==> src/rtl/bin2bcd_stream.sv <==
// Pipelined binary-to-BCD converter (double-dabble) with a valid/ready stream on each side.
// Each stage handles a slice of the input bits. Stalled stages hold their contents, and bubbles between stages are collapsed.
module bin2bcd_stream #(
    parameter int BIN_WIDTH  = 64,
    parameter int BCD_DIGITS = 20,
    parameter int STAGES     = 4,
    parameter int SIGNED_EN  = 0
) (
    input  logic                                 i_clk,
    input  logic                                 i_reset,
    input  logic                                 i_valid,
    output logic                                 o_ready,
    input  logic [BIN_WIDTH-1:0]                 i_bin,
    input  logic                                 i_signed,
    output logic                                 o_valid,
    input  logic                                 i_ready,
    output logic [4*BCD_DIGITS-1:0]              o_bcd,
    output logic                                 o_neg,
    output logic [$clog2(BCD_DIGITS+1)-1:0]      o_ndigits
);

    localparam int STEPS      = (STAGES > 0) ? (BIN_WIDTH / STAGES) : 1;
    localparam int W          = 4*BCD_DIGITS + BIN_WIDTH;
    localparam int NDW        = $clog2(BCD_DIGITS+1);
    // ceil(BIN_WIDTH * log10(2)) in integer arithmetic
    localparam int MIN_DIGITS = (BIN_WIDTH*30103 + 99999) / 100000;
    localparam logic [BIN_WIDTH-1:0] ONE = {{(BIN_WIDTH-1){1'b0}}, 1'b1};

    if (STAGES < 1) begin : g_chk_stages
        $fatal(1, "bin2bcd_stream: STAGES must be at least 1");
    end else if (BIN_WIDTH % STAGES != 0) begin : g_chk_div
        $fatal(1, "bin2bcd_stream: BIN_WIDTH must be a multiple of STAGES");
    end
    if (BCD_DIGITS < MIN_DIGITS) begin : g_chk_digits
        $fatal(1, "bin2bcd_stream: BCD_DIGITS too small for BIN_WIDTH");
    end

    // The working vector is {bcd, remaining binary}. Each step corrects the digits, then shifts the whole vector left by one bit.
    function automatic logic [W-1:0] dd_steps(input logic [W-1:0] v_in);
        logic [W-1:0] v;
        logic [3:0]   dig;
        v = v_in;
        for (int s = 0; s < STEPS; s++) begin
            for (int d = 0; d < BCD_DIGITS; d++) begin
                dig = v[BIN_WIDTH + 4*d +: 4];
                if (dig > 4'd4) begin
                    v[BIN_WIDTH + 4*d +: 4] = dig + 4'd3;
                end
            end
            v = {v[W-2:0], 1'b0};
        end
        return v;
    endfunction

    logic [W-1:0]           vec_q [STAGES];
    logic [W-1:0]           vec_d [STAGES];
    logic [STAGES-1:0]      valid_q, valid_d;
    logic [STAGES-1:0]      neg_q, neg_d;
    logic [STAGES-1:0]      load_s;
    logic                   full_s;
    logic                   in_neg_s;
    logic [BIN_WIDTH-1:0]   mag_s;
    logic [NDW-1:0]         ndig_s;

    // Stage k can load if i_ready is high, or if some stage at or below k is empty.
    always_comb begin
        full_s = 1'b1;
        load_s = {STAGES{1'b0}};
        for (int k = STAGES-1; k >= 0; k--) begin
            full_s    = full_s & valid_q[k];
            load_s[k] = i_ready | ~full_s;
        end
    end

    // Take the magnitude of a negative signed input. The most negative value wraps to 2^(BIN_WIDTH-1), which is the correct magnitude.
    always_comb begin
        in_neg_s = (SIGNED_EN != 0) && i_signed && i_bin[BIN_WIDTH-1];
        if (in_neg_s) begin
            mag_s = ~i_bin + ONE;
        end else begin
            mag_s = i_bin;
        end
    end

    // Next state of each stage: load new contents from upstream, or hold.
    always_comb begin
        valid_d = valid_q;
        neg_d   = neg_q;
        for (int k = 0; k < STAGES; k++) begin
            vec_d[k] = vec_q[k];
        end
        if (load_s[0]) begin
            valid_d[0] = i_valid;
            neg_d[0]   = in_neg_s;
            vec_d[0]   = dd_steps({{(4*BCD_DIGITS){1'b0}}, mag_s});
        end else begin
            valid_d[0] = valid_q[0];
        end
        for (int k = 1; k < STAGES; k++) begin
            if (load_s[k]) begin
                valid_d[k] = valid_q[k-1];
                neg_d[k]   = neg_q[k-1];
                vec_d[k]   = dd_steps(vec_q[k-1]);
            end else begin
                valid_d[k] = valid_q[k];
            end
        end
    end

    // Pipeline registers. A synchronous reset clears every stage, so a request presented during reset is dropped.
    always_ff @(posedge i_clk) begin
        if (i_reset) begin
            valid_q <= {STAGES{1'b0}};
            neg_q   <= {STAGES{1'b0}};
            for (int k = 0; k < STAGES; k++) begin
                vec_q[k] <= {W{1'b0}};
            end
        end else begin
            valid_q <= valid_d;
            neg_q   <= neg_d;
            for (int k = 0; k < STAGES; k++) begin
                vec_q[k] <= vec_d[k];
            end
        end
    end

    // Significant digit count: index of the highest nonzero digit plus one, never less than 1.
    always_comb begin
        ndig_s = {{(NDW-1){1'b0}}, 1'b1};
        for (int d = 0; d < BCD_DIGITS; d++) begin
            if (o_bcd[4*d +: 4] != 4'd0) begin
                ndig_s = NDW'(d + 1);
            end else begin
                ndig_s = ndig_s;
            end
        end
    end

    assign o_ready   = load_s[0];
    assign o_valid   = valid_q[STAGES-1];
    assign o_neg     = neg_q[STAGES-1];
    assign o_bcd     = vec_q[STAGES-1][W-1:BIN_WIDTH];
    assign o_ndigits = ndig_s;

endmodule
==> config.mk <==
export PLATFORM = sky130hd
export DESIGN_NAME = bin2bcd_stream
export DESIGN_NICKNAME = d
export VERILOG_FILES = /design/src/rtl/bin2bcd_stream.sv
export SDC_FILE = /design/constraint.sdc
export NUM_CORES = 2
export LEC_CHECK = 0
export BUFFER_PORTS_ARGS = -buffer_cell sky130_fd_sc_hd__buf_2
export CORE_MARGIN = 2
export CORE_UTILIZATION = 41
export CTS_CLUSTER_SIZE = 14
export DETAILED_ROUTE_END_ITERATION = 6
export GPL_TIMING_DRIVEN = 0
export PLACE_DENSITY_LB_ADDON = 0.05
export REMOVE_ABC_BUFFERS = 1
export SYNTH_ARGS = -nofsm -noshare
export SYNTH_HDL_FRONTEND = slang
export SYNTH_SLANG_ARGS = --single-unit
==> constraint.sdc <==
create_clock -name i_clk -period 24.7 [get_ports i_clk]
set_input_delay 7.41 -clock i_clk [delete_from_list [all_inputs] [get_ports i_clk]]
set_output_delay 7.41 -clock i_clk [all_outputs]
set_load 0.01 [all_outputs]
==> flow_summary.toml <==
[clock_tree]
clk_latency_ns = 0.71
numClockSinks = 306
cts-buffers-inserted = 48
clkTransAtPathRegs_ns = 0.06
cts_resized = 0
cts-htree-levels = 2
clockBufferDepth = 3
post_cts_buffers = 0
clockRootBuffer = "clkbuf_16"
hold_buffers = 0
tritoncts = "built"

[layout]
fillers = 22825
syn_to_final_growth_pct = 4.66
post_layout_nonfiller_instances = 15877
drive_gt1_frac = 0.0809
post-route-util = 0.431
nets = 13715

[grt]
grt_usage = 0.207
gr-usage-met2 = 0.340
grt_overflow = 0
grt_use_met1 = 0.293
antenna_found_initial = 1
grt_max_degree = 113
grt_pass1_wl_mm = 424
top_usage_layer = "met2"
grt_use_met3 = 0.0171
grt_pass1_vias = 87734

[worst_setup_path]
reg2reg_slack_ns = 5.35
r2r-end = "vec_q[2][90]$_SDFFE_PP0P_"
max_stage_delay_ns = 0.82
cpMostUsedCell = "ha_1"
crit_slowest_cell = "a2111oi_0"
critPathLaunchType = "flop"
arrival_ns = 19.93
r2r_cells = 73
crit_fanout = 11
cp-end-kind = "flop"
critPathRequiredTime_ns = 25.29
r2r_start = "vec_q[1][65]$_SDFFE_PP0P_"
critPathKind = "flop to flop"

[sta]
rsz0062_at_grt = "no"
timing.final.crit_share = 0.783
setup_viol = 0
clock_skew_ns = 0.0401
layout_min_cycle_time_ns = 19.35
worst_slew_pin_slew_ns = 1.32
slew_violations = 0
fmax_mhz = 51.7
final_hold_viol_count = 0
slew_headroom = 0.0955

[synth]
synth_warnings = 0
synth-seq-cells = 306
async_reset_ff_frac = 0
synth_edf_count = 0
synth_area_mm2 = 0.0914
yosysSeqAreaShare = 0.0670
synth.avg_cell_area_um2 = 6.94
synth.distinct_cells = 157
synthFlopType = "dfxtp_1"
synth_cells = 13168

[floorplan]
initial_core_util = 0.412
chipHeight_um = 476
die_area_mm2 = 0.227
core_area_mm2 = 0.222
row_count = 173
pin_count = 157
die_w_um = 476

[routing]
drtAntennaViolNets = 0
routed-via-count = 96324
remaining_drc_errors = 0
routed_wl_mm = 249
vias_per_cell = 6.07
firstDrtPassIters = 7
drt_iter0_drc = 6770
wl_per_cell_um = 15.7

[hold_path]
min_to = "vec_q[3][65]$_SDFFE_PP0P_"
worstHoldStart = "vec_q[3][65]$_SDFFE_PP0P_"
whs_path_depth = 2
min_path_type = "flop to flop"

[placed_design]
dp_cells = 15784
numPortBuffers = 154
gp_congestion = 0.883
dp_hpwl_mm = 190

[job]
cap_violations = 0

[outcome]
status = "completed"
-- worst max path at each step --
stage | startpoint | endpoint | slack [ns] | cells after the start
3_3_place_gp | i_ready | o_ready | -4.97 | 6
2_1_floorplan | i_ready | o_ready | 4.84 | 4
6_report | vec_q[1][65]$_SDFFE_PP0P_ | vec_q[2][90]$_SDFFE_PP0P_ | 5.35 | 73
5_1_grt | vec_q[1][64]$_SDFFE_PP0P_ | vec_q[2][94]$_SDFFE_PP0P_ | 3.64 | 71
4_1_cts | vec_q[1][65]$_SDFFE_PP0P_ | vec_q[2][90]$_SDFFE_PP0P_ | 5.51 | 73
3_5_place_dp | vec_q[1][64]$_SDFFE_PP0P_ | vec_q[2][94]$_SDFFE_PP0P_ | 5.68 | 74
-- state kept, by name, indices dropped and copies added, names as in the netlist --
name,count
valid_q,4
vec_q,302
-- routing by layer --
layer / wire [um] / vias to the layer above
met5: 0 / -
met4: 3600 / 0
met3: 9290 / 201
met2: 111000 / 1961
met1: 125000 / 45160
li1: - / 49002
-- through the flow --
stage | setup WS (ns) | setup TNS (ns) | instance area (um^2) | hold WS (ns)
after global placement | -4.97 | -4.97 | 93400 | 0.438
after detailed placement | 5.68 | 0 | 93900 | 0.443
after CTS | 5.51 | 0 | 95600 | 0.451
after floorplan | 4.84 | 0 | 88900 | 0.426
final | 5.35 | 0 | 95700 | 0.448
after global routing | 3.64 | 0 | 95700 | 0.466
-- synth_stat cells, types with 105 or more instances --
master | instances | area share
dfxtp_1 | 306 | 0.067
inv_1 | 618 | 0.025
nand4_1 | 115 | 0.0079
or3_1 | 132 | 0.0090
o31ai_1 | 114 | 0.0094
xor2_1 | 182 | 0.017
and3_1 | 117 | 0.0080
mux2i_1 | 691 | 0.076
o21a_1 | 174 | 0.014
nor2_1 | 1311 | 0.054
o211ai_1 | 194 | 0.016
a21boi_0 | 138 | 0.011
a211oi_1 | 251 | 0.021
nand2b_1 | 189 | 0.013
a21oi_1 | 1032 | 0.057
a21o_1 | 176 | 0.014
mux2_2 | 351 | 0.043
a31oi_1 | 182 | 0.012
ha_1 | 785 | 0.11
xnor2_1 | 364 | 0.035
nand2_1 | 1298 | 0.053
nor2b_1 | 119 | 0.0081
and2_1 | 182 | 0.012
o21ai_0 | 756 | 0.041
o21bai_1 | 105 | 0.0086
clkbuf_1 | 349 | 0.014
nand3_1 | 330 | 0.018
nor3_1 | 443 | 0.024
-- area by class of cell --
| class | instances | area (um^2) | share of cell area |
|---|---|---|---|
| multi-input cells | 11700 | 80500 | 0.842 |
| flip-flops and latches | 306 | 6130 | 0.0640 |
| well taps | 2975 | 3720 | 0.0389 |
| inverters | 628 | 2360 | 0.0247 |
| clock buffers | 58 | 1320 | 0.0138 |
| repair buffers | 177 | 1150 | 0.0121 |
| clock inverters | 31 | 444 | 0.00464 |
| diodes | 2 | 5.00 | 0.0000523 |
-- placed cells by master, fill, tap and decap left out, drive strengths merged, types with 92 or more instances in the layout --
cell,count
a211oi,265
a21boi,164
a21o,177
a21oi,1043
a311oi,92
a31oi,187
and2,191
and3,118
buf,176
dfxtp,306
ha,785
inv,629
mux2,362
mux2i,694
nand2,1304
nand2b,191
nand3,332
nand4,117
nor2,1315
nor2b,120
nor3,454
nor4,112
o211ai,202
o21a,174
o21ai,838
o21bai,109
o31ai,119
or2,123
or3,133
xnor2,376
xor2,183
-- critical path: cells and delay by family, from the launching register on --
kind / cells / cell delay, ns
DFF: 1 / 0.42
AOI/OAI and AO/OA: 20 / 6.05
and+or+nand+nor: 19 / 4.40
buffers and inverters: 9 / 0.92
adders and majority gates: 16 / 4.79
muxes: 3 / 0.92
xor gates and xnor gates: 6 / 1.76
-- kinds of logic (layout without fill, tap and decap cells) --
| kind of cell | count (synthesis) | after routing | synth area share |
|---|---|---|---|
| AND/OR/NAND/NOR | 4798 | 4798 | 0.255 |
| AO/OA/AOI/OAI | 4482 | 4482 | 0.339 |
| buffers and inverters | 1162 | 894 | 0.0534 |
| multiplexers | 1058 | 1058 | 0.122 |
| adder cells (fa/ha/maj) | 800 | 800 | 0.109 |
| XOR/XNOR | 561 | 561 | 0.0553 |
| flip-flops | 306 | 306 | 0.0670 |
| other | 1 | 3 | 0.0000410 |
Power is not shown: default switching activity piles up to over one toggle a cycle in this logic, so the estimate is an artifact.
